==> config.mk <==
export PLATFORM = sky130hd
export DESIGN_NAME = rr_encoder16_to4
export DESIGN_NICKNAME = d
export VERILOG_FILES = /design/src/rtl/enc_pkg.sv /design/src/rtl/rr_pick16.sv /design/src/rtl/rr_encoder16_to4.sv
export SDC_FILE = /design/constraint.sdc
export NUM_CORES = 1
export LEC_CHECK = 0
export CORE_ASPECT_RATIO = 0.6
export CORE_MARGIN = 8
export CORE_UTILIZATION = 30
export CTS_BUF_LIST = sky130_fd_sc_hd__clkbuf_4 sky130_fd_sc_hd__clkbuf_8
export DETAILED_ROUTE_END_ITERATION = 12
export MAX_ROUTING_LAYER = met4
export PLACE_DENSITY = 0.48
export SYNTH_ARGS = -nofsm -noshare
export SYNTH_HDL_FRONTEND = slang
export SYNTH_SLANG_ARGS = --single-unit
==> constraint.sdc <==
create_clock -name clk -period 5.1 [get_ports clk]
set_input_delay 1.02 -clock clk [delete_from_list [all_inputs] [get_ports clk]]
set_output_delay 1.02 -clock clk [all_outputs]
set_load 0.1 [all_outputs]
==> src/rtl/enc_pkg.sv <==
// Shared types and constants for the round-robin 16-to-4 request encoder.
package enc_pkg;

  localparam int unsigned N = 16;
  localparam int unsigned W = 4;

  typedef enum logic {IDLE, OFFER} enc_state_t;

  typedef logic [W-1:0] idx_t;

  function automatic logic [N-1:0] onehot(idx_t i);
    return {{(N-1){1'b0}}, 1'b1} << i;
  endfunction

endpackage

==> src/rtl/rr_pick16.sv <==
// Combinational round-robin pick: first set request at or after ptr, wrapping mod 16.
module rr_pick16
  import enc_pkg::*;
(
  input  logic [N-1:0] req,
  input  idx_t         ptr,
  output idx_t         win,
  output logic         any
);

  logic [N-1:0] rot;
  idx_t         idx;

  // Rotate right by ptr so the priority start lands on bit 0; the 4-bit sum wraps naturally.
  always_comb begin
    rot = '0;
    for (int i = 0; i < N; i++) begin
      rot[i] = req[idx_t'(i) + ptr];
    end
  end

  always_comb begin
    idx = '0;
    for (int i = N - 1; i >= 0; i--) begin
      if (rot[i]) idx = idx_t'(i);
    end
  end

  assign win = idx + ptr;
  assign any = |req;

endmodule

==> src/rtl/rr_encoder16_to4.sv <==
// Round-robin 16-to-4 request encoder offering the winner's index over valid/ready.
module rr_encoder16_to4
  import enc_pkg::*;
(
  input  logic         clk,
  input  logic         reset_n,
  input  logic         en,
  input  logic [N-1:0] req,
  input  logic         ready,
  output logic         valid,
  output idx_t         code,
  output logic [N-1:0] grant
);

  enc_state_t   state_q;
  idx_t         ptr_q;
  logic         valid_q;
  idx_t         code_q;
  logic [N-1:0] grant_q;

  logic accept;
  idx_t pick_ptr;
  idx_t win;
  logic any;

  assign accept = (state_q == OFFER) && ready;

  // On accept the re-pick must already see the advanced pointer.
  assign pick_ptr = accept ? idx_t'(code_q + idx_t'(1)) : ptr_q;

  rr_pick16 u_pick (
    .req (req),
    .ptr (pick_ptr),
    .win (win),
    .any (any)
  );

  always_ff @(posedge clk or negedge reset_n) begin
    if (!reset_n) begin
      state_q <= IDLE;
      ptr_q   <= '0;
      valid_q <= 1'b0;
      code_q  <= '0;
      grant_q <= '0;
    end else begin
      unique case (state_q)
        IDLE: begin
          if (en && any) begin
            state_q <= OFFER;
            valid_q <= 1'b1;
            code_q  <= win;
            grant_q <= onehot(win);
          end
        end
        OFFER: begin
          if (ready) begin
            ptr_q <= pick_ptr;
            if (en && any) begin
              code_q  <= win;
              grant_q <= onehot(win);
            end else begin
              state_q <= IDLE;
              valid_q <= 1'b0;
              grant_q <= '0;
            end
          end
        end
        default: begin
          state_q <= IDLE;
          valid_q <= 1'b0;
          grant_q <= '0;
        end
      endcase
    end
  end

  assign valid = valid_q;
  assign code  = code_q;
  assign grant = grant_q;

endmodule
Word level (Yosys, flattened, before mapping)
Cells that the tools add are included.
{ "totals": {"reg_bits": 26, "input_bits": 20, "output_inout_bits": 21} }
{ "classes": {"add_sub_neg": 17, "n_lt_le_gt_ge": 16, "eq_ne": 3, "shifts": 1, "muxes": 63, "n_bitwise": 1, "n_reduce_logical": 6} }
{ "op_table": {"columns": ["operator", "n"], "rows": [
  ["$lt 4x5->1 const B", 16],
  ["$mux 4", 19],
  ["$bmux 1 s4", 16],
  ["$mux 16", 3],
  ["$add 4x4->4 const A", 8],
  ["$pmux 16 s2", 1],
  ["$mux 1", 21],
  ["$add 3x4->4 const A", 4],
  ["$reduce_or 16->1", 1],
  ["$shl 1x4->16 const A", 1],
  ["$add 2x4->4 const A", 2],
  ["$pmux 4 s2", 1],
  ["$ne 2x2->1 const B", 3],
  ["$add 1x4->4 const A", 1],
  ["$add 4x1->4 const B", 1],
  ["$add 4x4->4", 1],
  ["$pmux 1 s2", 2],
  ["$reduce_and 2->1", 2],
  ["$reduce_and 3->1", 1],
  ["$logic_and 1x1->1", 2],
  ["$not 1->1", 1]
]} }

Depth between registers and ports, before layout
Gate-level depths: netlist (run 1).
{ "depth": {"ltp_word": 26, "ltp_mapped": 20, "depth_no_buf": 19} }

By module
From an unflattened synthesis (run 1), not the netlist that was laid out.
{ "unflattened": {"cells_unflattened": 208, "hier_area_um2": 2516.2} }
{ "modules_own_cells": {"columns": ["mod", "instances", "cells_each", "area_per_inst_um2", "seq_area_each_um2"], "rows": [
  ["rr_pick16", 1, 121, 1385.1, 0.0],
  ["rr_encoder16_to4", 1, 87, 1131.1, 650.6]
]} }

Worst setup path after synthesis (run 1)
OpenSTA, ideal clock, no wires.
{ "synth_path": {"path_type": "reg2reg", "startpoint": "reg code_q[0], in the netlist code[0]", "endpoint": "reg grant_q[10], in the netlist grant[10]", "setup_ns": 0.128, "t_arrival_ns": 5.357, "t_required_ns": 4.972, "slack_ns": -0.385, "path_stages_with_launch": 19, "n_path_buf": 2, "cell_sequence": "dfrtp_1 ha_1 mux2i_2 clkbuf_1 ha_1 buf_1 mux4_2 mux2_2 a211oi_1 o31ai_1 a21boi_0 o21a_1 ha_1 a21o_1 a21oi_1 xor2_1 nor3_1 nand3_1 nand3_1"} }
{ "synth_via": {"elab_chain_cells": 26, "word_cells_on_any_way": 71, "classes_between": "add/sub: 17; shift: 1; mux: 53"} }
{ "synth_lines": {"columns": ["item", "line_no", "text"], "rows": [
  ["start: declaration", "rr_encoder16_to4.sv:18", "idx_t code_q;"],
  ["start signal: assignment", "rr_encoder16_to4.sv:51", "code_q <= win;"],
  ["start signal: assignment", "rr_encoder16_to4.sv:59", "code_q <= win;"],
  ["$add 4x1->4 (*)", "rr_encoder16_to4.sv:29", "assign pick_ptr = accept ? idx_t'(code_q + idx_t'(1)) : ptr_q;"],
  ["$mux 4 (*)", "rr_encoder16_to4.sv:29", null],
  ["$add 4x4->4", "rr_pick16.sv:18", "rot[i] = req[idx_t'(i) + ptr];"],
  ["$bmux 1 s4", "rr_pick16.sv:18", null],
  ["$mux 1 (implied by the code)", "rr_pick16.sv:18", null],
  ["$mux 4 (16 in series)", "rr_pick16.sv:25", "if (rot[i]) idx = idx_t'(i);"],
  ["$add 4x4->4 (*)", "rr_pick16.sv:29", "assign win = idx + ptr;"],
  ["$shl 1x4->16 (*)", "enc_pkg.sv:12", "return {{(N-1){1'b0}}, 1'b1} << i;"],
  ["$mux 16", "rr_encoder16_to4.sv:58", "if (en && any) begin"],
  ["$mux 16", "rr_encoder16_to4.sv:56", "if (ready) begin"],
  ["$pmux 16 s2 (*)", "rr_encoder16_to4.sv:46", "unique case (state_q)"],
  ["end signal: assignment", "rr_encoder16_to4.sv:52", "grant_q <= onehot(win);"],
  ["end signal: assignment", "rr_encoder16_to4.sv:60", "grant_q <= onehot(win);"],
  ["end: declaration", "rr_encoder16_to4.sv:19", "logic [N-1:0] grant_q;"]
]} }
Every way passes the cells marked *; elsewhere a longest branch is shown, timed or not. The select of a mux whose other input is x is not followed.
A chain may end at the register's enable or synchronous reset.

Worst setup path in the final report (run 1)
{ "layout_path": {"startpoint": "in ready", "endpoint": "reg grant_q[15], in the netlist grant[15]"} }
{ "layout_via": {"elab_chain_cells": 26, "word_cells_on_any_way": 73, "classes_between": "add/sub: 16; eq/ne: 1; shift: 1; mux: 53; reduce/logical: 2"} }
{ "layout_lines": {"columns": ["item", "line_no", "text"], "rows": [
  ["start: declaration", "rr_encoder16_to4.sv:9", "input logic ready,"],
  ["$logic_and 1x1->1 (*)", "rr_encoder16_to4.sv:26", "assign accept = (state_q == OFFER) && ready;"],
  ["$mux 4 (*)", "rr_encoder16_to4.sv:29", null],
  ["named net pick_ptr[1]", "rr_encoder16_to4.sv:22", "idx_t pick_ptr;"],
  ["$add 4x4->4", "rr_pick16.sv:18", null],
  ["$bmux 1 s4", "rr_pick16.sv:18", null],
  ["$mux 1 (implied by the code)", "rr_pick16.sv:18", null],
  ["$mux 4 (16 in series)", "rr_pick16.sv:25", null],
  ["$add 4x4->4 (*)", "rr_pick16.sv:29", null],
  ["$shl 1x4->16 (*)", "enc_pkg.sv:12", null],
  ["$mux 16", "rr_encoder16_to4.sv:58", null],
  ["$mux 16", "rr_encoder16_to4.sv:56", null],
  ["$pmux 16 s2 (*)", "rr_encoder16_to4.sv:46", null]
]} }
Mark *: on every way through the listed nets, which the timed path passes. The rest lies on a longest branch. The select of a mux whose other input is x is not followed.

==> flow_metrics.py, run 1 <==
metrics = {
    "cts": {
        "cts_hold_buf": 0,
        "clock_latency_ps": 280,
        "numCtsBuffers": 3,
        "clk_pin_slew_ps": 100,
        "cts_tree": "built",
        "cts.sinks": 26,
        "clk_path_buf_depth": 2,
        "htree_levels": 1,
        "cts_root_buffer": "clkbuf_8",
    },
    "sta": {
        "final_max_slew_viol_count": 0,
        "fin_hold_ws_ps": 504,
        "worstMarginPinSlew_ps": 986,
        "fin_crit_sh_pct": 93.5,
        "period_minus_slack_ps": 4770,
        "max_freq_mhz": 210,
        "rsz0062_at_grt": "false",
        "hold_violations": 0,
        "fin_skew_ps": 2.93,
        "finalSetupTns_ps": 0,
        "slew_headroom_pct": 34.0,
        "setup_viol": 0,
    },
    "cells_and_area": {
        "synthToLayoutAreaGrowth_pct": 40.6,
        "final_nets": 392,
        "fillers": 836,
        "final_area_um2": 3790,
        "mostFrequentLayoutCell": "buf_4",
        "drive_above_1_share_pct": 34.1,
        "final_cell_mix": "48 x buf_4, 39 x clkdlybuf4s50_1, 35 x nand3_1, 29 x mux2i_1, 29 x nand2_1",
        "antenna_cells": 0,
    },
    "detailed_routing": {
        "drt-vias-per-instance": 5.18,
        "drt-initial-drc-count": 135,
        "drtAntennaViolNets": 0,
        "firstDrtPassIters": 4,
        "drc": 0,
        "vias": 2465,
        "wl_per_cell_um": 16.8,
        "wl_um": 7990,
    },
    "setup_path": {
        "crit_arrival_ps": 5000,
        "path_class": "input pin to flip-flop",
        "critPathRequiredTime_ps": 5330,
        "end_kind": "flip-flop",
        "worstPathMaxFanout": 9,
        "startpoint_type": "input pin",
        "rr_worst_depth": 20,
    },
    "min_path": {
        "hold-path-cell-count": 2,
        "hold_class": "flip-flop to flip-flop",
    },
    "logic_synthesis": {
        "synth_enable_flop_cells": 0,
        "async_flop_share_pct": 100,
        "ys_ff_latch": 26,
        "synth_cells": 286,
        "ys_types": 53,
        "synthesis.area_um2": 2700,
        "yosysSeqAreaShare_pct": 24.1,
        "synthesis.nets": 313,
        "ys.flop_type": "dfrtp_1",
        "yosysWarnings": 0,
        "syn_area_per_cell_um2": 9.43,
    },
    "grt": {
        "gr-total-overflow": 0,
        "antenna_found_initial": 0,
        "grt_pass1_wl_um": 13000,
        "grt.total_usage_pct": 13.4,
        "grt_max_degree": 27,
        "grt_pass1_vias": 2389,
    },
    "placement": {
        "gp_congestion": 0.836,
        "dpl_cell_area_um2": 3480,
        "place.port_buffers": 40,
        "dpl.hpwl_um": 6400,
    },
    "die": {
        "initial_core_util_pct": 31.3,
        "die-area_um2": 12400,
        "die_width_um": 138,
        "die_y_um": 89.5,
        "io_pins": 41,
        "rows": 26,
        "coreArea_um2": 8620,
    },
    "run": {
        "cap_violations": 0,
    },
    "run_status": {
        "outcome": "complete, no violations",
    },
}
worst max-delay path, stage by stage:
cell and delay, ps:
clkbuf_2 120, nand2_4 110, mux2i_4 240, inv_2 70, ha_4 180, xnor2_4 250
mux4_2 590, mux2_2 300, a32o_2 290, o31ai_1 80, a21boi_1 140, o21a_1 180
ha_1 270, a21o_1 170, a21oi_2 150, buf_4 140, xor2_2 50, buf_4 190
nor3_2 230, nand3_1 110, nand3_1 100
what timing repair did:
item / 4_1_cts / 5_1_grt
endpoints found under the hold margin: 0 / 0
cloned: 1 / 0
setup endpoints to repair: 18 / 17
resized for setup: 35 / 22
setup buffers: 3 / 0
pin swaps: 3 / 12
registers in the layout, indices dropped and copies added (netlist names):
signal	flops
code	4
grant	16
ptr_q	4
state_q	1
valid	1
per-layer routing:
metal | track usage, % | up-vias | wire [µm]
met5 | - | - | 0
li1 | - | 1231 | -
met1 | 20.8 | 1160 | 4470
met2 | 16.8 | 69 | 2950
met3 | 2.18 | 5 | 502
met4 | 3.33 | 0 | 64
metrics by stage:
stage               instances  utilization (%)  setup WS (ps)
detailed placement        468             40.4           -666
global placement          468             40.4           -704
CTS                       476             43.1            142
global route              476             44.0           61.6
finish                    476             44.0            329
floorplan                 286                -          0.278
Yosys cell counts, drive strengths merged, types with 2 or more instances:
library cell | number | area [µm²]
a211oi | 3 | 22.5
a21o | 2 | 15.0
a21oi | 9 | 45.0
a32o | 2 | 22.5
buf | 12 | 95.1
clkbuf | 2 | 7.51
clkinv | 2 | 21.3
dfrtp | 26 | 651
ha | 6 | 75.1
inv | 7 | 26.3
mux2 | 6 | 67.6
mux2i | 34 | 348
mux4 | 15 | 353
nand2 | 32 | 123
nand2b | 3 | 18.8
nand3 | 37 | 190
nor2 | 7 | 26.3
nor3 | 18 | 90.1
nor4 | 4 | 25.0
o21a | 3 | 22.5
o21ai | 21 | 109
o31ai | 2 | 20.0
or2 | 3 | 18.8
xnor2 | 10 | 106
xor2 | 4 | 35.0
cells by family (layout without fill, tap and decap cells):
family,after synthesis,count (layout),synth area share [%]
AOI/OAI and AO/OA,49,49,12.1
and+or+nand+nor,112,112,21.0
adders and majority gates,7,7,3.53
xor gates and xnor gates,14,14,5.24
buffers and inverters,23,101,5.57
DFF,26,26,24.1
muxes,55,55,28.5
path summary, 6_finish.rpt:
kind / start / endpoint / slack, ps
worst max-delay path: ready / grant[15]$_DFFE_PN0P_ / 330
worst min-delay path: grant[4]$_DFFE_PN0P_ / grant[4]$_DFFE_PN0P_ / 500
worst max register to register: code[0]$_DFFE_PN0P_ / grant[15]$_DFFE_PN0P_ / 550
worst min register to register: grant[4]$_DFFE_PN0P_ / grant[4]$_DFFE_PN0P_ / 500
max in group asynchronous: reset_n / code[1]$_DFFE_PN0P_ / 3730
min in group asynchronous: reset_n / state_q$_DFF_PN0_ / 1100
area by class of cell:
class	instances	area [µm²]	share of cell area [%]
clock buffers	3	41.3	1.09
clock inverters	1	30.0	0.792
inverters	9	47.5	1.25
multi-input cells	237	2120	56.0
flip-flops and latches	26	653	17.2
well taps	112	140	3.70
repair buffers	88	756	19.9
Power of run 1 is not shown: default switching activity piles up to over one toggle a cycle in this logic, so the estimate is an artifact.
==> inputs of run 2 (changes only) <==
CTS_BUF_LIST = not set   (was sky130_fd_sc_hd__clkbuf_4 sky130_fd_sc_hd__clkbuf_8)
==> flow_metrics.py, run 2 (same netlist as run 1, synthesis figures left out) <==
metrics = {
    "die": {
        "initial_core_util_pct": 31.3,
        "die_width_um": 138,
        "rows": 26,
        "die-area_um2": 12400,
        "io_pins": 41,
        "die_y_um": 89.5,
        "coreArea_um2": 8620,
    },
    "grt": {
        "gr-total-overflow": 0,
        "grt_pass1_vias": 2396,
        "grt_max_degree": 27,
        "grt.total_usage_pct": 13.5,
        "antenna_found_initial": 0,
        "grt_pass1_wl_um": 13000,
    },
    "placement": {
        "dpl.hpwl_um": 6400,
        "gp_congestion": 0.836,
        "dpl_cell_area_um2": 3480,
        "place.port_buffers": 40,
        "pre_cts_ws_ps": -666,
    },
    "cells_and_area": {
        "mostFrequentLayoutCell": "buf_4",
        "synthToLayoutAreaGrowth_pct": 43.0,
        "drive_above_1_share_pct": 34.8,
        "final_nets": 393,
        "postLayoutCoreUtil_pct": 44.8,
        "largest_reg_flops": 16,
        "final_cell_mix": "47 x buf_4, 39 x clkdlybuf4s50_1, 34 x nand3_1, 29 x mux2i_1, 29 x nand2_1",
        "final_area_um2": 3860,
        "antenna_cells": 0,
    },
    "cts": {
        "numCtsBuffers": 3,
        "htree_levels": 1,
        "cts.sinks": 26,
        "cts_tree": "built",
        "clk_pin_slew_ps": 70,
        "clk_path_buf_depth": 2,
        "clock_latency_ps": 270,
        "cts_hold_buf": 0,
        "cts_root_buffer": "clkbuf_16",
    },
    "setup_path": {
        "cpPeakStageDelay_ps": 550,
        "crit_arrival_ps": 4990,
        "path_class": "input pin to flip-flop",
        "startpoint_type": "input pin",
        "critPathRequiredTime_ps": 5310,
        "worstPathMaxFanout": 9,
        "crit_chain": "clkbuf_2 > a21bo_2 > o21ai_4 > buf_4 > mux4_2 > mux4_2 > nand2b_1 > nand3_1 > a22o_1 > o311a_1 > ha_1 > inv_1 > fa_1 > xnor2_2 > nand2b_2 > nor3_2 > nand3_1 > nand3_1",
        "crit_path_top_delay_cell": "mux4_2",
        "end_kind": "flip-flop",
        "crit_path_frequent_cell": "nand3_1",
    },
    "detailed_routing": {
        "wl_um": 8170,
        "wl_per_cell_um": 17.1,
        "firstDrtPassIters": 4,
        "drt-vias-per-instance": 5.23,
        "drtAntennaViolNets": 0,
        "drt-initial-drc-count": 139,
        "drc": 0,
        "vias": 2496,
    },
    "sta": {
        "fin_crit_sh_pct": 93.9,
        "fin_skew_ps": 2.03,
        "slew_headroom_pct": 34.0,
        "setup_viol": 0,
        "fin_hold_ws_ps": 484,
        "hold_violations": 0,
        "max_freq_mhz": 209,
        "worstMarginPinSlew_ps": 986,
        "rsz0062_at_grt": "false",
        "period_minus_slack_ps": 4790,
        "final_max_slew_viol_count": 0,
        "worst_slack_ps": 313,
    },
    "min_path": {
        "hold_class": "flip-flop to flip-flop",
    },
    "run_status": {
        "outcome": "complete, no violations",
    },
    "run": {
        "cap_violations": 0,
    },
}
==> run 2: area by class of cell <==
| cell class | instances | area, µm² |
|---|---|---|
| fill | 826 | 4760 |
| multi-input combinational | 237 | 2140 |
| timing repair buffer | 89 | 771 |
| sequential | 26 | 653 |
| tap | 112 | 140 |
| clock buffer | 3 | 75.1 |
| inverter | 9 | 47.5 |
| clock inverter | 1 | 30.0 |
==> run 2: through the flow <==
stage          instances  TNS [ps]
2_1_floorplan        286         0
3_3_place_gp         468    -10070
3_5_place_dp         468    -10380
4_1_cts              475         0
5_1_grt              477         0
6_report             477         0
==> run 2: final timing paths <==
kind,from,endpoint,slack (ps),cells past startpoint
worst max-delay path,ready,grant[11]$_DFFE_PN0P_,310,18
worst min-delay path,grant[4]$_DFFE_PN0P_,grant[4]$_DFFE_PN0P_,480,2
worst max register to register,code[0]$_DFFE_PN0P_,grant[15]$_DFFE_PN0P_,560,20
worst min register to register,grant[4]$_DFFE_PN0P_,grant[4]$_DFFE_PN0P_,480,2
max in group asynchronous,reset_n,code[1]$_DFFE_PN0P_,3700,2
min in group asynchronous,reset_n,state_q$_DFF_PN0_,1120,2
==> run 2: repair_timing <==
action,4_1_cts,5_1_grt
pin swaps,3,11
setup buffers,3,0
cloned,0,2
endpoints found under the setup margin,18,17
resized for setup,34,30
==> run 2: worst max-delay path, delay by kind of cell <==
family / cells / cell delay, ps
compound gates: 4 / 620
fa+ha+maj: 2 / 590
mux: 2 / 1090
xor+xnor: 1 / 190
buf+inv: 3 / 440
simple gates: 6 / 1020
==> run 2: layer usage <==
metal	share of wire (%)	track usage, %	up-vias
met4	0.91	3.73	0
met3	7.2	2.33	5
met2	38	17.0	77
met5	0	-	-
met1	54	20.8	1182
li1	-	-	1232
Power of run 2 is left out for the same reason.
==> inputs of run 3 (changes only) <==
clock period = 3.9 ns   (was 5.1 ns; I/O delays follow)
==> flow_metrics.py, run 3 (same netlist as run 1, synthesis figures left out) <==
metrics = {
    "setup_path": {
        "startpoint_type": "input pin",
        "crit_cells": 22,
        "path_class": "input pin to flip-flop",
        "crit_family": "multiplexers",
        "rr_worst_depth": 21,
        "crit_arrival_ps": 4760,
        "cpPeakStageDelay_ps": 540,
        "critPathBufInv": 6,
        "critPathRequiredTime_ps": 4100,
        "crit_chain": "buf_8 > nand2_8 > mux2i_4 > inv_2 > ha_4 > xnor2_4 > buf_4 > mux4_2 > mux2_4 > a32o_2 > buf_4 > nand2_1 > o211ai_1 > and3b_1 > ha_4 > a21oi_4 > buf_12 > buf_4 > xnor2_4 > nor3_4 > o21ai_1 > nand3_1",
        "crit_path_frequent_cell": "buf_4",
        "worstPathMaxFanout": 4,
        "crit_path_top_delay_cell": "mux4_2",
        "end_kind": "flip-flop",
    },
    "placement": {
        "place_inst": 483,
        "place.port_buffers": 40,
        "dpl.hpwl_um": 6730,
        "dpl_cell_area_um2": 3720,
        "gp_congestion": 0.850,
    },
    "cells_and_area": {
        "final_cells": 504,
        "final_nets": 420,
        "final_area_um2": 4280,
        "synthToLayoutAreaGrowth_pct": 58.6,
        "mostFrequentLayoutCell": "buf_4",
        "drive_above_1_share_pct": 41.1,
        "final_cell_mix": "66 x buf_4, 39 x clkdlybuf4s50_1, 36 x nand3_1, 31 x mux2i_1, 29 x nand2_1",
        "largest_reg_flops": 16,
        "antenna_cells": 0,
    },
    "die": {
        "die-area_um2": 12400,
        "initial_core_util_pct": 31.3,
        "die_width_um": 138,
        "io_pins": 41,
        "rows": 26,
        "coreArea_um2": 8620,
        "die_y_um": 89.5,
    },
    "detailed_routing": {
        "drtAntennaViolNets": 0,
        "wl_per_cell_um": 17.4,
        "wl_um": 8780,
        "vias": 2673,
        "drc": 0,
        "drt-vias-per-instance": 5.30,
        "firstDrtPassIters": 4,
        "drt-initial-drc-count": 204,
    },
    "cts": {
        "clk_pin_slew_ps": 70,
        "clk_path_buf_depth": 2,
        "cts.sinks": 26,
        "htree_levels": 1,
        "numCtsBuffers": 3,
        "cts_root_buffer": "clkbuf_16",
        "clock_latency_ps": 260,
        "cts_tree": "built",
        "cts_hold_buf": 0,
    },
    "sta": {
        "hold_violations": 0,
        "period_minus_slack_ps": 4560,
        "slew_headroom_pct": 33.8,
        "worst_slack_ps": -661,
        "max_freq_mhz": 219,
        "fin_skew_ps": 4.83,
        "setup_viol": 19,
        "fin_crit_sh_pct": 117,
        "worstMarginPinSlew_ps": 990,
        "final_max_slew_viol_count": 0,
        "rsz0062_at_grt": "true",
        "fin_hold_ws_ps": 491,
    },
    "run_status": {
        "outcome": "complete, but fails checks",
        "violations": "negative setup slack",
    },
    "grt": {
        "grt_pass1_wl_um": 14000,
        "grt_max_degree": 27,
        "grt_pass1_vias": 2593,
        "grt.total_usage_pct": 14.2,
        "gr-total-overflow": 0,
        "antenna_found_initial": 0,
    },
    "min_path": {
        "hold_class": "flip-flop to flip-flop",
        "hold-path-cell-count": 2,
    },
    "run": {
        "cap_violations": 0,
    },
}
[run 3: layout make-up]
class	count	area, µm²
timing repair buffer	114	1030
clock buffer	3	75.1
sequential	26	659
fill	799	4340
inverter	9	47.5
clock inverter	1	30.0
tap	112	140
multi-input combinational	239	2290
[run 3: worst paths after layout]
kind | endpoint | startpoint | slack, ps
worst min register to register | grant[10]$_DFFE_PN0P_ | grant[10]$_DFFE_PN0P_ | 490
min in group asynchronous | valid$_DFFE_PN0P_ | reset_n | 900
max in group asynchronous | code[0]$_DFFE_PN0P_ | reset_n | 2700
worst min-delay path | grant[10]$_DFFE_PN0P_ | grant[10]$_DFFE_PN0P_ | 490
worst max-delay path | grant[13]$_DFFE_PN0P_ | ready | -660
worst max register to register | grant[13]$_DFFE_PN0P_ | code[0]$_DFFE_PN0P_ | -620
[run 3: metrics by stage]
stage,TNS [ps],setup WS [ps],util [%]
CTS,-10810,-629,48.2
global route,-14510,-835,49.6
global placement,-26350,-1470,43.2
detailed placement,-26480,-1480,43.2
finish,-11360,-661,49.6
floorplan,-10190,-600,-
[run 3: what timing repair did]
action	CTS	global route
gates resized for setup	42	19
cloned	3	0
pin swaps	26	12
setup buffers	10	4
endpoints found under the setup margin	20	19
[run 3: worst register-to-register path: cells and delay by family (launching register included)]
kind | cells | cell delay [ps]
muxes | 3 | 1010
adders and majority gates | 3 | 760
buffers and inverters | 5 | 670
and+or+nand+nor | 4 | 610
AOI/OAI and AO/OA | 4 | 560
DFF | 1 | 490
xor gates and xnor gates | 2 | 370
[run 3: per-layer routing]
layer | wire, µm | track usage, % | vias to the layer above | share of wire (%)
met1 | 4840 | 21.8 | 1294 | 55
li1 | - | - | 1291 | -
met5 | 0 | - | - | 0
met4 | 21 | 0.882 | 0 | 0.24
met2 | 3490 | 19.7 | 86 | 40
met3 | 438 | 2.07 | 2 | 5.0
Power of run 3 is left out for the same reason.
==> edit (settings of run 2) <==
The package constant `N` goes from 16 to 17.
--- a/src/rtl/enc_pkg.sv
+++ b/src/rtl/enc_pkg.sv
@@ -1,7 +1,7 @@
 // Shared types and constants for the round-robin 16-to-4 request encoder.
 package enc_pkg;
 
-  localparam int unsigned N = 16;
+  localparam int unsigned N = 17;
   localparam int unsigned W = 4;
 
   typedef enum logic {IDLE, OFFER} enc_state_t;
Ports: changed (resized grant and req); port bits go from 41 to 43. No check against the original RTL was run, so the function may have changed too.
==> edit against run 2 <==
Maximum frequency up 0.75%. Sequential cell count unchanged. Utilization up 2.1 points. Synthesized cell count down 11%. Wire length down 4.7%. Count of clock-buffer cells in the layout up 1. Final area down 2.7%. Worst setup slack better by 36 ps. Area after synthesis down 7.0%. Critical path type unchanged. Critical endpoint is now grant[4]$_DFFE_PN0P_.
Power is not shown: default switching activity piles up to over one toggle a cycle in this logic, so the estimate is an artifact.
==> edit: results <==
set metrics [dict create \
    status "complete, no violations" \
    yosysUniqueCellTypes 63 \
    dpl.hpwl_mm 6.321 \
    largest_reg_flops 16 \
    cts-buffers-inserted 3 \
    grt_pass1_wl_mm 12.59 \
    numPortBuffers 41 \
    synth_nets 282 \
    slew_headroom 0.3358 \
    synth_area_per_cell_um2 9.882 \
    synth.top_cells.by_area "dfrtp_1 26%, mux2i_1 11%, mux4_2 11%" \
    nets 381 \
    skew_ps 6.632 \
    yosys-top-cells-count "27 x mux2i_1, 26 x dfrtp_1, 24 x nand2_1" \
    h-tree-depth 1 \
    arrival_ps 4910 \
    seq_area_frac_synth 0.2592 \
    slowest_delay_ps 570 \
    place_inst 452 \
    avgViaCountPerCell 5.113 \
    wire_per_inst_um 16.92 \
    cp_top_family "compound AO/OA/AOI/OAI gates" \
    track_usage 0.1368 \
    cp_slowest_cell "mux4_2" \
    crit_fanout 17 \
    worstRegToRegCells 19 \
    layout-drive-gt1-share 0.3750 \
    placed_area_mm2 0.003440 \
]
==> edit: routing by layer <==
metal	global-route usage	wire length, um	vias to the layer above
met5	-	0	-
met4	0.01824	40	0
met3	0.02880	461	4
met2	0.1789	3088	74
met1	0.2091	4191	1130
li1	-	-	1144
==> edit: worst paths after layout <==
check	startpoint	slack [ps]	end
setup / recovery	ready	350	grant[4]$_DFFE_PN0P_
hold reg to reg	grant[0]$_DFFE_PN0P_	490	grant[0]$_DFFE_PN0P_
max in group asynchronous	reset_n	3710	grant[3]$_DFFE_PN0P_
hold / removal	grant[0]$_DFFE_PN0P_	490	grant[0]$_DFFE_PN0P_
setup reg to reg	state_q$_DFF_PN0_	680	grant[4]$_DFFE_PN0P_
min in group asynchronous	reset_n	1120	grant[15]$_DFFE_PN0P_
==> edit: cell type report <==
cell class	instances	area (um^2)
Clock buffer	4	88.84
Fill cell	807	4253
Inverter	15	60.06
Multi-Input combinational cell	200	1892
Sequential cell	26	650.6
Tap cell	108	135.1
Timing Repair Buffer	107	928.4
==> edit: timing repair <==
item	CTS	global route
resized for setup	6	33
endpoints found under the setup margin	17	19
cloned	0	0
hold buffers	0	0
buffers inserted	3	1
pin swaps	7	7
==> edit: cells by family after synthesis <==
group                      count (synthesis)  synth area share
muxes                                     46            0.2488
other                                      1          0.001494
adders and majority gates                  7           0.03789
xor gates and xnor gates                  15           0.06580
and+or+nand+nor                           78            0.1585
AOI/OAI and AO/OA                         53            0.1675
buffers and inverters                     28           0.06081
DFF                                       26            0.2592
